$ cat src/rtl/free_list_pkg.sv
// Shared rename definitions: register-file sizes, tag type and the reserved tag.
// Imported by the ROB, the map table and the free list.
package free_list_pkg;

    localparam int NUM_PREGS_DEF = 16;
    localparam int NUM_AREGS_DEF = 4;
    localparam int TAG_W         = 32;

    typedef logic [TAG_W-1:0] tag_t;

    // Tag 0 means "no register"; stores carry Told = TAG_NONE.
    localparam tag_t TAG_NONE = '0;

endpackage

$ cat src/rtl/free_list_if.sv
// Free-list port bundle: allocation (show-ahead pop), two push ports and status.
// master = ROB/rename side, slave = free list.
interface free_list_if #(
    parameter int NUM_PREGS = free_list_pkg::NUM_PREGS_DEF
);
    import free_list_pkg::*;

    localparam int CNT_W = $clog2(NUM_PREGS) + 1;

    // Handshake: pr_out is valid whenever not_empty is high; a pop happens on
    // a clock edge where alloc_req && not_empty. Pushes are single-cycle strobes
    // with no back-pressure; rejected pushes only raise sticky error flags.
    logic             alloc_req;
    tag_t             pr_out;
    logic             not_empty;
    logic             retire_free_valid;
    tag_t             retire_free_tag;
    logic             rollback_free_valid;
    tag_t             rollback_free_tag;
    logic [CNT_W-1:0] free_count;
    logic             err_underflow;
    logic             err_double_free;
    logic             err_range;

    modport master (
        output alloc_req, retire_free_valid, retire_free_tag,
               rollback_free_valid, rollback_free_tag,
        input  pr_out, not_empty, free_count,
               err_underflow, err_double_free, err_range
    );

    modport slave (
        input  alloc_req, retire_free_valid, retire_free_tag,
               rollback_free_valid, rollback_free_tag,
        output pr_out, not_empty, free_count,
               err_underflow, err_double_free, err_range
    );

endinterface

$ cat src/rtl/free_list.sv
// Physical-register free list: circular FIFO of free tags plus an "is free"
// bitmap that rejects duplicate and out-of-range frees.
module free_list
    import free_list_pkg::*;
#(
    parameter int NUM_PREGS = NUM_PREGS_DEF,
    parameter int NUM_AREGS = NUM_AREGS_DEF
) (
    input  logic        clk,
    input  logic        reset,
    free_list_if.slave  bus
);

    localparam int DEPTH     = NUM_PREGS - 1;
    localparam int PTR_W     = $clog2(DEPTH);
    localparam int IDX_W     = $clog2(NUM_PREGS);
    localparam int CNT_W     = $clog2(NUM_PREGS) + 1;
    localparam int RESET_CNT = NUM_PREGS - NUM_AREGS - 1;

    logic [IDX_W-1:0]     mem_q [DEPTH];
    logic [IDX_W-1:0]     mem_d [DEPTH];
    logic [NUM_PREGS-1:0] bitmap_q, bitmap_d;
    logic [PTR_W-1:0]     head_q, head_d;
    logic [PTR_W-1:0]     tail_q, tail_d;
    logic [CNT_W-1:0]     count_q, count_d;
    logic                 err_underflow_q, err_underflow_d;
    logic                 err_double_free_q, err_double_free_d;
    logic                 err_range_q, err_range_d;

    logic             pop;
    logic             r_live, r_in_range, r_dup, r_acc;
    logic             b_live, b_in_range, b_dup, b_acc;
    logic [IDX_W-1:0] r_idx, b_idx;
    logic [PTR_W-1:0] b_slot;

    // Depth is not a power of two, so the wrap is explicit.
    function automatic logic [PTR_W-1:0] next_ptr(input logic [PTR_W-1:0] p);
        return (p == PTR_W'(DEPTH - 1)) ? '0 : p + 1'b1;
    endfunction

    always_comb begin
        pop = bus.alloc_req && (count_q != '0);

        r_idx      = bus.retire_free_tag[IDX_W-1:0];
        r_live     = bus.retire_free_valid && (bus.retire_free_tag != TAG_NONE);
        r_in_range = bus.retire_free_tag < tag_t'(NUM_PREGS);
        r_dup      = r_live && r_in_range &&
                     (bitmap_q[r_idx] || (count_q >= CNT_W'(DEPTH)));
        r_acc      = r_live && r_in_range && !r_dup;

        // Rollback sees the retire push of the same cycle as already inserted.
        b_idx      = bus.rollback_free_tag[IDX_W-1:0];
        b_live     = bus.rollback_free_valid && (bus.rollback_free_tag != TAG_NONE);
        b_in_range = bus.rollback_free_tag < tag_t'(NUM_PREGS);
        b_dup      = b_live && b_in_range &&
                     (bitmap_q[b_idx] || (r_acc && (b_idx == r_idx)) ||
                      ((count_q + CNT_W'(r_acc)) >= CNT_W'(DEPTH)));
        b_acc      = b_live && b_in_range && !b_dup;

        mem_d    = mem_q;
        bitmap_d = bitmap_q;
        head_d   = head_q;
        tail_d   = tail_q;

        if (pop) begin
            bitmap_d[mem_q[head_q]] = 1'b0;
            head_d                  = next_ptr(head_q);
        end
        if (r_acc) begin
            mem_d[tail_q]   = r_idx;
            bitmap_d[r_idx] = 1'b1;
            tail_d          = next_ptr(tail_q);
        end
        b_slot = tail_d;
        if (b_acc) begin
            mem_d[b_slot]   = b_idx;
            bitmap_d[b_idx] = 1'b1;
            tail_d          = next_ptr(b_slot);
        end

        count_d = count_q + CNT_W'(r_acc) + CNT_W'(b_acc) - CNT_W'(pop);

        err_underflow_d   = err_underflow_q || (bus.alloc_req && (count_q == '0));
        err_double_free_d = err_double_free_q || r_dup || b_dup;
        err_range_d       = err_range_q || (r_live && !r_in_range) ||
                            (b_live && !b_in_range);
    end

    always_ff @(posedge clk or posedge reset) begin
        if (reset) begin
            for (int i = 0; i < DEPTH; i++) begin
                mem_q[i] <= (i < RESET_CNT) ? IDX_W'(NUM_AREGS + 1 + i) : '0;
            end
            for (int i = 0; i < NUM_PREGS; i++) begin
                bitmap_q[i] <= (i > NUM_AREGS);
            end
            head_q            <= '0;
            tail_q            <= PTR_W'(RESET_CNT);
            count_q           <= CNT_W'(RESET_CNT);
            err_underflow_q   <= 1'b0;
            err_double_free_q <= 1'b0;
            err_range_q       <= 1'b0;
        end else begin
            mem_q             <= mem_d;
            bitmap_q          <= bitmap_d;
            head_q            <= head_d;
            tail_q            <= tail_d;
            count_q           <= count_d;
            err_underflow_q   <= err_underflow_d;
            err_double_free_q <= err_double_free_d;
            err_range_q       <= err_range_d;
        end
    end

    // Show-ahead head with no bypass: a push becomes visible the next cycle.
    assign bus.pr_out          = (count_q != '0) ? tag_t'(mem_q[head_q]) : TAG_NONE;
    assign bus.not_empty       = (count_q != '0);
    assign bus.free_count      = count_q;
    assign bus.err_underflow   = err_underflow_q;
    assign bus.err_double_free = err_double_free_q;
    assign bus.err_range       = err_range_q;

endmodule
$ cat src/flat_wrapper.sv
// flat-port wrapper written by rule: the top's interface ports become plain ports
module free_list_flat import free_list_pkg::*;
#(
    parameter int NUM_PREGS = NUM_PREGS_DEF,
    parameter int NUM_AREGS = NUM_AREGS_DEF
)
  (clk, reset, bus_alloc_req, bus_retire_free_valid, bus_retire_free_tag, bus_rollback_free_valid, bus_rollback_free_tag, bus_pr_out, bus_not_empty, bus_free_count, bus_err_underflow, bus_err_double_free, bus_err_range);
  free_list_if #(.NUM_PREGS(NUM_PREGS)) bus_i ();
  input  logic clk;
  input  logic reset;
  input wire logic [$bits(bus_i.alloc_req)-1:0] bus_alloc_req;
  input wire logic [$bits(bus_i.retire_free_valid)-1:0] bus_retire_free_valid;
  input wire logic [$bits(bus_i.retire_free_tag)-1:0] bus_retire_free_tag;
  input wire logic [$bits(bus_i.rollback_free_valid)-1:0] bus_rollback_free_valid;
  input wire logic [$bits(bus_i.rollback_free_tag)-1:0] bus_rollback_free_tag;
  output wire logic [$bits(bus_i.pr_out)-1:0] bus_pr_out;
  output wire logic [$bits(bus_i.not_empty)-1:0] bus_not_empty;
  output wire logic [$bits(bus_i.free_count)-1:0] bus_free_count;
  output wire logic [$bits(bus_i.err_underflow)-1:0] bus_err_underflow;
  output wire logic [$bits(bus_i.err_double_free)-1:0] bus_err_double_free;
  output wire logic [$bits(bus_i.err_range)-1:0] bus_err_range;
  assign bus_i.alloc_req = bus_alloc_req;
  assign bus_i.retire_free_valid = bus_retire_free_valid;
  assign bus_i.retire_free_tag = bus_retire_free_tag;
  assign bus_i.rollback_free_valid = bus_rollback_free_valid;
  assign bus_i.rollback_free_tag = bus_rollback_free_tag;
  assign bus_pr_out = bus_i.pr_out;
  assign bus_not_empty = bus_i.not_empty;
  assign bus_free_count = bus_i.free_count;
  assign bus_err_underflow = bus_i.err_underflow;
  assign bus_err_double_free = bus_i.err_double_free;
  assign bus_err_range = bus_i.err_range;
  free_list #(.NUM_PREGS(NUM_PREGS), .NUM_AREGS(NUM_AREGS)) u_core (.clk(clk), .reset(reset), .bus(bus_i));
endmodule
$ cat config.mk
export PLATFORM = sky130hd
export DESIGN_NAME = free_list_flat
export DESIGN_NICKNAME = d
export VERILOG_FILES = /design/src/rtl/free_list_pkg.sv /design/src/rtl/free_list_if.sv /design/src/rtl/free_list.sv /design/src/flat_wrapper.sv
export SDC_FILE = /design/constraint.sdc
export NUM_CORES = 1
export LEC_CHECK = 0
export BUFFER_PORTS_ARGS = -buffer_cell sky130_fd_sc_hd__clkbuf_2
export CORE_ASPECT_RATIO = 1.1
export CORE_UTILIZATION = 47
export CTS_BUF_LIST = sky130_fd_sc_hd__clkbuf_4 sky130_fd_sc_hd__clkbuf_8
export DETAILED_ROUTE_END_ITERATION = 12
export GPL_ROUTABILITY_DRIVEN = 0
export PLACE_DENSITY = 0.8
export SETUP_SLACK_MARGIN = 0.05
export SYNTH_ARGS = -nofsm -noshare
export SYNTH_HDL_FRONTEND = slang
export SYNTH_SLANG_ARGS = --single-unit
$ cat constraint.sdc
create_clock -name clk -period 4.4 [get_ports clk]
set_input_delay 0.22 -clock clk [delete_from_list [all_inputs] [get_ports clk]]
set_output_delay 0.22 -clock clk [all_outputs]
set_load 0.005 [all_outputs]
==> summary.txt, run 1 <==
Detailed routing
  – Vias per cell: 6.210
  – Initial DRT Pass Iterations: 5
  – Post-route DRC violation count: 0
  – Total length of routed wires: 18.10 mm
  – 1st-iter DRT viols: 582
  – Post-route ant nets: 0
  – Via Count: 5459
  – Detailed-route wire length per cell: 20.59 um

Yosys
  – Avg Inst Size Synth: 10.44 sq um
  – Post-synthesis cell type count: 60
  – Flops & latches, synth: 92
  – Most frequent cells after synthesis: mux2i_1 (148), dfrtp_1 (48), dfstp_2 (44)
  – Yosys top cell by area: mux2i_1
  – Ys flop type: dfrtp_1
  – Post-synth ARST share: 100.0%
  – Synthesized instance count: 614
  – Count leader, synth: mux2i_1
  – Top cell type's share of synthesized area: 23.12%
  – Ys Warns: 0
  – Register area share after synthesis: 36.79%
  – Top cells by area, synth: mux2i_1 (23%), dfrtp_1 (19%), dfstp_2 (18%), mux4_2 (6.3%), buf_4 (3.3%)
  – Cell Area, Synth: 0.006407 sq mm
  – Post-synth EDFFs: 0

Finish
  – Finished Core Util: 54.66%
  – Finished Layout Cells: 879
  – Fillers: 1101
  – Fin nets: 770
  – Ant diodes: 0
  – Synth-to-Final Area Change: 13.18%
  – Fraction of layout cells with a size suffix above 1: 30.94%

GRT
  – First-pass GRT wire length: 29.77 mm
  – Largest net degree at the start of global routing: 54
  – GR Util All Layers: 27.18%
  – Number of global-route vias before repair: 5668
  – Antenna violations before repair: 0
  – Grt ovf: 0

Clock tree
  – CTS buffer count: 9
  – Sink Count: 92
  – Clock latency on the worst-skew pair: 380 ps
  – CTS tree: built
  – Largest buffer count on any clock path: 2
  – CTS H-tree lvls: 3
  – Clk root buf: clkbuf_8
  – Clock-pin slew on the worst setup and hold paths: 90 ps

STA
  – Max Clk Rate: 234.7 MHz
  – Slew HR: 34.31%
  – TNS Setup: 0 ps
  – Clock skew: 16.73 ps
  – Final max-slew violation count: 0
  – Final Cycle Share: 96.82%
  – Least-Margin Pin Slew: 985.4 ps
  – RSZ-0062 raised after global routing: true
  – Final setup viols: 0
  – Crit path time final: 4260 ps
  – Hold Slack: 58.07 ps
  – Final worst slack: 140.1 ps
  – Final Hold Violating Endpoints: 0

Critical path
  – CP peak stage delay: 470 ps
  – Crit path max-delay family: adder cells
  – Max FO, Critical Path: 3
  – Critical path arrival: 4570 ps
  – CP max-delay cell: mux4_2
  – WP data required: 4710 ps
  – CP Capture Type: flip-flop
  – Crit path buf inv count: 2
  – Startpoint Class: flip-flop
  – WS Path Type: reg2reg
  – Crit-path cells: mux4_2 > a22o_1 > nor4_4 > nand2_2 > inv_4 > ha_4 > ha_4 > nand3_2 > xor2_1 > ha_2 > a22o_1 > a21boi_2 > o2111ai_2 > ha_1 > inv_1 > ha_2 > fa_2 > a21oi_2 > nor2_1 > nor2_2 > xnor2_1

Power
  – Leak: 0.003336 uW
  – Max rail drop VDD: 0.0001340 V
  – Pwr dens: 225.5 mW/mm^2

Die
  – Number of I/O pins: 110
  – Core area: 0.01327 sq mm
  – FP Rows: 44
  – Full die area: 0.01410 sq mm
  – Starting density of the core: 48.29%
  – Die height: 124.5 um
  – Die X: 113.3 um

Place
  – Dpl ws: -25.34 ps
  – DP Wirelength: 13.01 mm
  – PortBufs: 81
  – # placed instances: 858

Hold path
  – Hold/Removal Path Class: in2reg

Run status
  – Outcome: finished, final reports clean

Job
  – Total of max-cap violations: 0
## routing by layer
metal	GRT usage (%)	vias up	routed length [um]
met2	45.15	323	9175
met1	33.52	2686	6735
li1	-	2374	-
met3	4.866	76	1436
met4	14.40	0	749
met5	0	-	0
## metrics by stage
stage	cell area, sq um	total power (uW)
final	7252	1636
after global routing	7252	1688
after CTS	7238	1640
after detailed placement	6969	978.2
after global placement	6969	973.9
after floorplan	6581	940.4
## layout by cell type (no fill, tap or decap), types with 3 or more instances in the layout
cell type / synthesis / final
nand3b_1: 3 / 3
o211ai_1: 3 / 3
xnor2_1: 3 / 3
mux4_2: 18 / 18
mux2i_1: 148 / 148
nor4_1: 15 / 15
conb_1: 1 / 28
nand2_1: 36 / 35
and2_1: 3 / 3
nand2b_1: 6 / 6
nor3_2: 7 / 7
inv_1: 14 / 13
clkbuf_2: 0 / 81
buf_4: 28 / 21
dfrtp_1: 48 / 48
a41oi_1: 3 / 3
or4_1: 3 / 3
clkinv_1: 3 / 3
nand4_1: 10 / 10
nand3_1: 34 / 33
dfstp_2: 44 / 44
nor2_1: 21 / 20
o21ai_0: 31 / 31
and3_1: 4 / 4
clkbuf_8: 0 / 11
o22ai_1: 4 / 4
xor2_1: 7 / 7
a22oi_1: 7 / 7
nor3_1: 4 / 4
mux2_2: 5 / 5
or2_2: 3 / 3
a21oi_1: 8 / 6
o21a_1: 5 / 5
ha_1: 10 / 6
nor2b_1: 4 / 4
## worst paths after layout
check                                              startpoint  depth (start not counted)  slack [ps]                              endpoint
hold / removal                                  bus_alloc_req                          2          60    u_core.bus.err_underflow$_DFF_PP0_
setup / recovery                 u_core.bitmap_q[2]$_DFF_PP0_                         21         140    u_core.bus.free_count[4]$_DFF_PP0_
hold reg to reg            u_core.bus.err_underflow$_DFF_PP0_                          1         470    u_core.bus.err_underflow$_DFF_PP0_
max in group asynchronous                               reset                          4        2830            u_core.mem_q[12]$_DFF_PP0_
min in group asynchronous                               reset                          3         440  u_core.bus.err_double_free$_DFF_PP0_
setup reg to reg                 u_core.bitmap_q[2]$_DFF_PP0_                         21         140    u_core.bus.free_count[4]$_DFF_PP0_
## report_power, final
part / switching (uW) / total, uW / internal (uW) / leakage, uW
Clock: 317 / 670 / 353 / 0.000120
Sequential: 0.0252 / 847 / 847 / 0.00111
Combinational: 80.8 / 119 / 37.9 / 0.00210
Total: 397 / 1640 / 1240 / 0.00334
## worst register-to-register path, delay by kind of cell (launching register included)
kind / cells / cell delay [ps]
mux: 1 / 470
xor+xnor: 2 / 290
flops: 1 / 420
buf+inv: 2 / 140
simple gates: 5 / 600
fa+ha+maj: 6 / 1330
compound gates: 5 / 940
## flip-flops by register name, summed over array words and instances, names as in the netlist
name and flops:
u_core.bus.err_range 1, u_core.tail_q 4, u_core.mem_q 60, u_core.bus.free_count 5, u_core.bitmap_q 16, u_core.head_q 4
u_core.bus.err_double_free 1, u_core.bus.err_underflow 1
## final cells by class
cell class                      count  area, sq um  area share, %
Timing Repair Buffer              103        573.1          7.902
Tap cell                          184        230.2          3.175
Clock inverter                      5        82.58          1.139
Sequential cell                    92         2357          32.51
Multi-Input combinational cell    465         3782          52.16
Inverter                           19        75.07          1.035
Clock buffer                       11        151.4          2.088
## cells by family (layout without fill, tap and decap cells)
kind of cell / Yosys count / in the layout / share of synthesized area, %
other: 1 / 28 / 0.05853
AND/OR/NAND/NOR: 161 / 161 / 13.79
buffers and inverters: 84 / 138 / 6.698
adder cells (fa/ha/maj): 11 / 11 / 2.265
flip-flops: 92 / 92 / 36.79
multiplexers: 171 / 171 / 30.33
XOR/XNOR: 10 / 10 / 1.367
AO/OA/AOI/OAI: 84 / 84 / 8.709
## repair_timing
action	CTS	global route
resized for setup	1	2
setup endpoints to repair	1	5
hold endpoints to repair	18	0
buffers inserted	3	1
pin swaps	3	2
hold buffers	1	0
Note: power is estimated with default switching activity, not from simulation.
==> inputs of run 2 (changes only) <==
RECOVER_POWER = 25   (was not set)
==> run 2 against run 1 <==
The flow now finishes with violations (capacitance limit, slew limit). Via count is 0.37% lower. Critical path depth unchanged. Non-clock buffer count did not move. Critical path type unchanged. Highest routed layer unchanged.
==> summary.txt, run 2 (same netlist as run 1, synthesis figures left out) <==
STA
  – Hold Slack: 53.78 ps (-4.290 ps)
  – Final Cycle Share: 96.81% (about the same)
  – Final max-slew violation count: 41 (+41)
  – Max Clk Rate: 234.8 MHz (about the same)
  – RSZ-0062 raised after global routing: true
  – Least-Margin Pin Slew: 1700 ps (+715.0 ps)
  – Crit path time final: 4260 ps (-0.1650 ps)
  – Final Hold Violating Endpoints: 0 (unchanged)
  – Slew HR: -13.98% (-48 points)
  – Final setup viols: 0 (unchanged)
  – Clock skew: 19.23 ps (+2.504 ps)

Clock tree
  – CTS buffer count: 9 (unchanged)
  – Clk root buf: clkbuf_8
  – CTS tree: built
  – Sink Count: 92 (unchanged)
  – Largest buffer count on any clock path: 2 (unchanged)
  – Clock latency on the worst-skew pair: 390 ps (about the same)
  – CTS H-tree lvls: 3 (unchanged)
  – Clock-pin slew on the worst setup and hold paths: 90 ps (about the same)

Critical path
  – WP data required: 4710 ps (about the same)
  – CP Capture Type: flip-flop
  – Startpoint Class: flip-flop
  – Max FO, Critical Path: 3 (unchanged)
  – Critical path arrival: 4570 ps (about the same)
  – WS Path Type: reg2reg

Finish
  – Most frequent cells in the layout: mux2i_1 (148), clkbuf_2 (80), dfrtp_1 (48)
  – Fraction of layout cells with a size suffix above 1: 30.79% (-0.14 points)
  – Commonest non-fill, non-tap cell in the layout: mux2i_1
  – Biggest register: u_core.mem_q
  – Synth-to-Final Area Change: 13.16% (about the same)
  – Final instance area: 0.007251 sq mm (about the same)
  – Max reg flops: 60 (unchanged)
  – Ant diodes: 0 (unchanged)
  – Fin nets: 770 (unchanged)

Power
  – Comb pwr share: 7.2% (about the same)
  – Max rail drop VDD: 0.0001342 V (+0.11%)
  – Seq pwr share: 51.7% (about the same)
  – Pwr dens: 226.1 mW/mm^2 (+0.24%)
  – Leak: 0.003329 uW (-0.22%)
  – Internal power: 1238 uW (about the same)
  – Psw: 401.0 uW (+0.91%)
  – Clock network power share: 41.1% (about the same)
  – Sw Share: 24.46% (+0.17 points)

Detailed routing
  – Via Count: 5439 (-0.37%)
  – Initial DRT Pass Iterations: 5 (unchanged)
  – Vias per cell: 6.188 (-0.37%)
  – Detailed-route wire length per cell: 20.61 um (+0.10%)
  – Post-route DRC violation count: 0 (unchanged)
  – Total length of routed wires: 18.12 mm (+0.10%)
  – 1st-iter DRT viols: 559 (-4.0%)
  – Post-route ant nets: 0 (unchanged)

Run status
  – Outcome: finished with violations
  – Violated checks: capacitance limit, slew limit

GRT
  – GR Util All Layers: 27.18% (unchanged)
  – Grt ovf: 0 (unchanged)
  – First-pass GRT wire length: 29.77 mm (unchanged)
  – Number of global-route vias before repair: 5668 (unchanged)
  – Largest net degree at the start of global routing: 54 (unchanged)
  – Antenna violations before repair: 0 (unchanged)

Die
  – Full die area: 0.01410 sq mm (unchanged)
  – Die height: 124.5 um (unchanged)
  – Die X: 113.3 um (unchanged)
  – Number of I/O pins: 110 (unchanged)
  – Starting density of the core: 48.29% (unchanged)
  – Core area: 0.01327 sq mm (unchanged)
  – FP Rows: 44 (unchanged)

Place
  – Post-DP Area: 0.006969 sq mm (unchanged)
  – PortBufs: 81 (unchanged)
  – DP Wirelength: 13.01 mm (unchanged)

Job
  – Total of max-cap violations: 1 (+1)

Hold path
  – Hold/Removal Path Class: in2reg
run 2: cell types whose count changed in the layout (fill, tap and decap cells not counted):
cell / previous run / this run
clkbuf_1: 0 / 1
clkbuf_2: 81 / 80
clkinv_2: 2 / 1
clkinvlp_2: 0 / 1
run 2: routing by layer:
layer  wire (um)  up-vias  track usage, %
met5           0        -               0
met1        6733     2655           33.52
li1            -     2372               -
met4         656        0           14.40
met2        9225      347           45.15
met3        1501       65           4.866
run 2: final cells by class:
| cell class | count | area, sq um |
|---|---|---|
| clock inverters | 5 | 82.58 |
| well taps | 184 | 230.2 |
| inverters | 19 | 75.07 |
| repair buffers | 103 | 571.8 |
| multi-input cells | 465 | 3782 |
| flip-flops and latches | 92 | 2357 |
| fillers | 1101 | 6017 |
| clock buffers | 11 | 151.4 |
run 2: worst max-delay path, cell delays in order (launching register included):
cell and delay [ps]:
dfrtp_1 420, mux4_2 470, a22o_1 270, nor4_4 180, nand2_2 120, inv_4 90, ha_4 140, ha_4 130
nand3_2 80, xor2_1 160, ha_2 190, a22o_1 210, a21boi_2 170, o2111ai_2 140, ha_1 310, inv_1 50
ha_2 180, fa_2 380, a21oi_2 140, nor2_1 70, nor2_2 150, xnor2_1 130
run 2: path summary, 6_finish.rpt:
check	from	end	slack, ps	cells past startpoint
max	u_core.bitmap_q[2]$_DFF_PP0_	u_core.bus.free_count[4]$_DFF_PP0_	140	21
max reg2reg	u_core.bitmap_q[2]$_DFF_PP0_	u_core.bus.free_count[4]$_DFF_PP0_	140	21
min in group asynchronous	reset	u_core.mem_q[29]$_DFF_PP0_	780	3
min reg2reg	u_core.bus.err_underflow$_DFF_PP0_	u_core.bus.err_underflow$_DFF_PP0_	470	1
min	bus_alloc_req	u_core.bus.err_underflow$_DFF_PP0_	50	2
max in group asynchronous	reset	u_core.mem_q[12]$_DFF_PP0_	2260	4
run 2: timing repair:
| item | 4_1_cts | 5_1_grt |
|---|---|---|
| endpoints found under the hold margin | 18 | 0 |
| pin swaps | 3 | 2 |
| hold buffers | 1 | 0 |
| gates resized for setup | 1 | 2 |
| endpoints found under the setup margin | 1 | 5 |
| setup buffers | 3 | 1 |
run 2: power groups by stage:
stage	combinational, uW	sequential (uW)	clock, uW
finish	119	847	673
global route	130	847	711
CTS	117	847	675
detailed placement	116	862	0
global placement	112	862	0
floorplan	78.5	862	0
run 2: per-stage QoR:
stage / TNS (ps) / instances / power, uW / util, % / setup slack, ps
4_1_cts: 0 / 878 / 1640 / 54.55 / 154.2
3_3_place_gp: 0 / 858 / 973.9 / 52.53 / 181.8
3_5_place_dp: -25.34 / 858 / 978.2 / 52.53 / -25.34
2_1_floorplan: -190.8 / 641 / 940.4 / - / -190.8
5_1_grt: -14.97 / 879 / 1688 / 54.65 / -14.97
6_report: 0 / 879 / 1639 / 54.65 / 140.3
==> inputs of run 3 (changes only) <==
BUFFER_PORTS_ARGS = -buffer_cell sky130_fd_sc_hd__buf_2   (was -buffer_cell sky130_fd_sc_hd__clkbuf_2)
==> run 3 against run 2 <==
The flow still finishes with violations (capacitance limit, slew limit). Routed wire length decreased by 2.4%. Critical path depth unchanged. Maximum frequency increased by 2.9%. Sequential power about the same. First-iteration DRC count decreased by 7.7%. Total power decreased by 6.0%.
==> summary.txt, run 3 (same netlist as run 1, synthesis figures left out) <==
Run status
  – Outcome: finished with violations
  – Violated checks: capacitance limit, slew limit

Finish
  – Ant diodes: 0 (unchanged)
  – Commonest non-fill, non-tap cell in the layout: mux2i_1
  – Max reg flops: 60 (unchanged)
  – Most frequent cells in the layout: mux2i_1 (148), buf_2 (81), dfrtp_1 (48)
  – Biggest register: u_core.mem_q
  – Fin nets: 768 (-0.26%)
  – Synth-to-Final Area Change: 12.20%
  – Fraction of layout cells with a size suffix above 1: 30.74% (-0.055 points)

GRT
  – Grt ovf: 0 (unchanged)
  – Antenna violations before repair: 0 (unchanged)
  – Largest net degree at the start of global routing: 65 (+20%)
  – First-pass GRT wire length: 28.72 mm (-3.5%)
  – Number of global-route vias before repair: 5456 (-3.7%)
  – GR Util All Layers: 26.18% (-1.0 points)

STA
  – Max Clk Rate: 241.6 MHz (+2.9%)
  – Clock skew: 11.48 ps (-7.752 ps)
  – Final Hold Violating Endpoints: 0 (unchanged)
  – Final setup viols: 0 (unchanged)
  – Final worst slack: 260.8 ps (+120.6 ps)
  – Least-Margin Pin Slew: 2789 ps (+1089 ps)
  – Final Cycle Share: 94.07% (-2.7 points)
  – Slew HR: -86.97% (-73 points)
  – Crit path time final: 4139 ps (-120.6 ps)
  – TNS Setup: 0 ps (unchanged)
  – Final max-slew violation count: 65 (+59%)
  – RSZ-0062 raised after global routing: true

Place
  – DP Wirelength: 12.85 mm (-1.3%)
  – Dpl ws: 75.35 ps (+100.7 ps)
  – PortBufs: 81 (unchanged)

Die
  – Die X: 113.3 um (unchanged)
  – FP Rows: 44 (unchanged)
  – Starting density of the core: 48.29% (unchanged)
  – Full die area: 0.01410 sq mm (unchanged)
  – Die height: 124.5 um (unchanged)
  – Core area: 0.01327 sq mm (unchanged)
  – Number of I/O pins: 110 (unchanged)

Critical path
  – Startpoint Class: flip-flop
  – CP Capture Type: flip-flop
  – CP max-delay cell: mux4_2
  – Crit-path cells: mux4_2 > a22o_1 > nor4_4 > nand2_2 > inv_4 > ha_4 > ha_4 > nand3_2 > xor2_1 > ha_2 > a22o_1 > a21boi_2 > o2111ai_2 > ha_1 > inv_1 > ha_2 > fa_2 > a21oi_2 > nor2_1 > nor2_1 > xnor2_1
  – WP data required: 4700 ps (about the same)
  – Max FO, Critical Path: 3 (unchanged)
  – Crit path max-delay family: adder cells
  – CP peak stage delay: 460 ps (about the same)
  – Crit path buf inv count: 2 (unchanged)
  – Critical path arrival: 4440 ps (-130 ps)
  – WS Path Type: reg2reg

Clock tree
  – CTS Hold Bufs: 0 (-1)
  – CTS buffer count: 9 (unchanged)
  – CTS H-tree lvls: 3 (unchanged)
  – Sink Count: 92 (unchanged)
  – Clk root buf: clkbuf_8
  – CTS tree: built
  – Largest buffer count on any clock path: 2 (unchanged)
  – Clock latency on the worst-skew pair: 380 ps (about the same)
  – Clock-pin slew on the worst setup and hold paths: 90 ps (about the same)

Detailed routing
  – Initial DRT Pass Iterations: 5 (unchanged)
  – Detailed-route wire length per cell: 20.16 um (-2.2%)
  – Total length of routed wires: 17.68 mm (-2.4%)
  – Via Count: 5340 (-1.8%)
  – 1st-iter DRT viols: 516 (-7.7%)
  – Post-route ant nets: 0 (unchanged)
  – Post-route DRC violation count: 0 (unchanged)
  – Vias per cell: 6.089 (-1.6%)

Job
  – Total of max-cap violations: 1 (unchanged)

Hold path
  – Hold/Removal Path Class: in2reg

Power
  – Pwr dens: 214.4 mW/mm^2 (-5.2%)
  – Max rail drop VDD: 0.0001240 V (-7.6%)
  – Leak: 0.003299 uW (-0.89%)
run 3: changes by cell type in the layout (fill, tap and decap cells not counted), sizes merged:
cell	previous run	this run
clkbuf	92	11
buf	21	101
clkinvlp	1	2
clkinv	5	6
bufinv	2	1
dlygate4sd3	1	0
inv	16	15
run 3: what timing repair did:
action	CTS	global route
setup endpoints to repair	1	27
setup buffers	0	2
pin swaps	0	4
resized for setup	1	1
run 3: per-stage QoR:
| step | util [%] | std cells | cell area (sq um) | total power [uW] | hold slack [ps] |
|---|---|---|---|---|---|
| finish | 54.19 | 877 | 7189 | 1541 | 70.69 |
| floorplan | - | 641 | 6581 | 940.4 | 336.5 |
| global placement | 52.58 | 859 | 6977 | 973.4 | 434.8 |
| global route | 54.19 | 877 | 7189 | 1602 | 66.66 |
| CTS | 54.05 | 875 | 7171 | 1549 | 65.71 |
| detailed placement | 52.58 | 859 | 6977 | 977.5 | 456.1 |
run 3: cell type report:
| cell class | instances | area, sq um |
|---|---|---|
| fillers | 1149 | 6078 |
| repair buffers | 101 | 555.5 |
| clock inverters | 5 | 52.55 |
| clock buffers | 11 | 138.9 |
| inverters | 19 | 75.07 |
| well taps | 184 | 230.2 |
| flip-flops and latches | 92 | 2357 |
| multi-input cells | 465 | 3780 |
run 3: where the power goes:
part / switching (uW) / total, uW / internal (uW)
combinational: 79.5 / 117 / 37.1
sequential: 0.0231 / 847 / 847
clock: 305 / 578 / 273
total: 384 / 1540 / 1160
run 3: worst paths after layout:
kind                                               startpoint                                   end  slack [ps]  depth (start not counted)
setup / recovery                 u_core.bitmap_q[0]$_DFF_PP0_    u_core.bus.free_count[4]$_DFF_PP0_         260                         21
hold / removal                                  bus_alloc_req    u_core.bus.err_underflow$_DFF_PP0_          70                          2
setup reg to reg                 u_core.bitmap_q[0]$_DFF_PP0_    u_core.bus.free_count[4]$_DFF_PP0_         260                         21
hold reg to reg            u_core.bus.err_underflow$_DFF_PP0_    u_core.bus.err_underflow$_DFF_PP0_         480                          1
max in group asynchronous                               reset            u_core.mem_q[33]$_DFF_PP1_        2380                          3
min in group asynchronous                               reset  u_core.bus.err_double_free$_DFF_PP0_         620                          2
run 3: metal layers:
metal	share of wire, %	wire (um)	global-route usage (%)	up-vias
met5	0	0	0	-
met4	3.7	653	12.85	0
met3	6.8	1206	3.796	59
met2	50	8879	43.88	282
met1	39	6941	32.93	2632
li1	-	-	-	2367
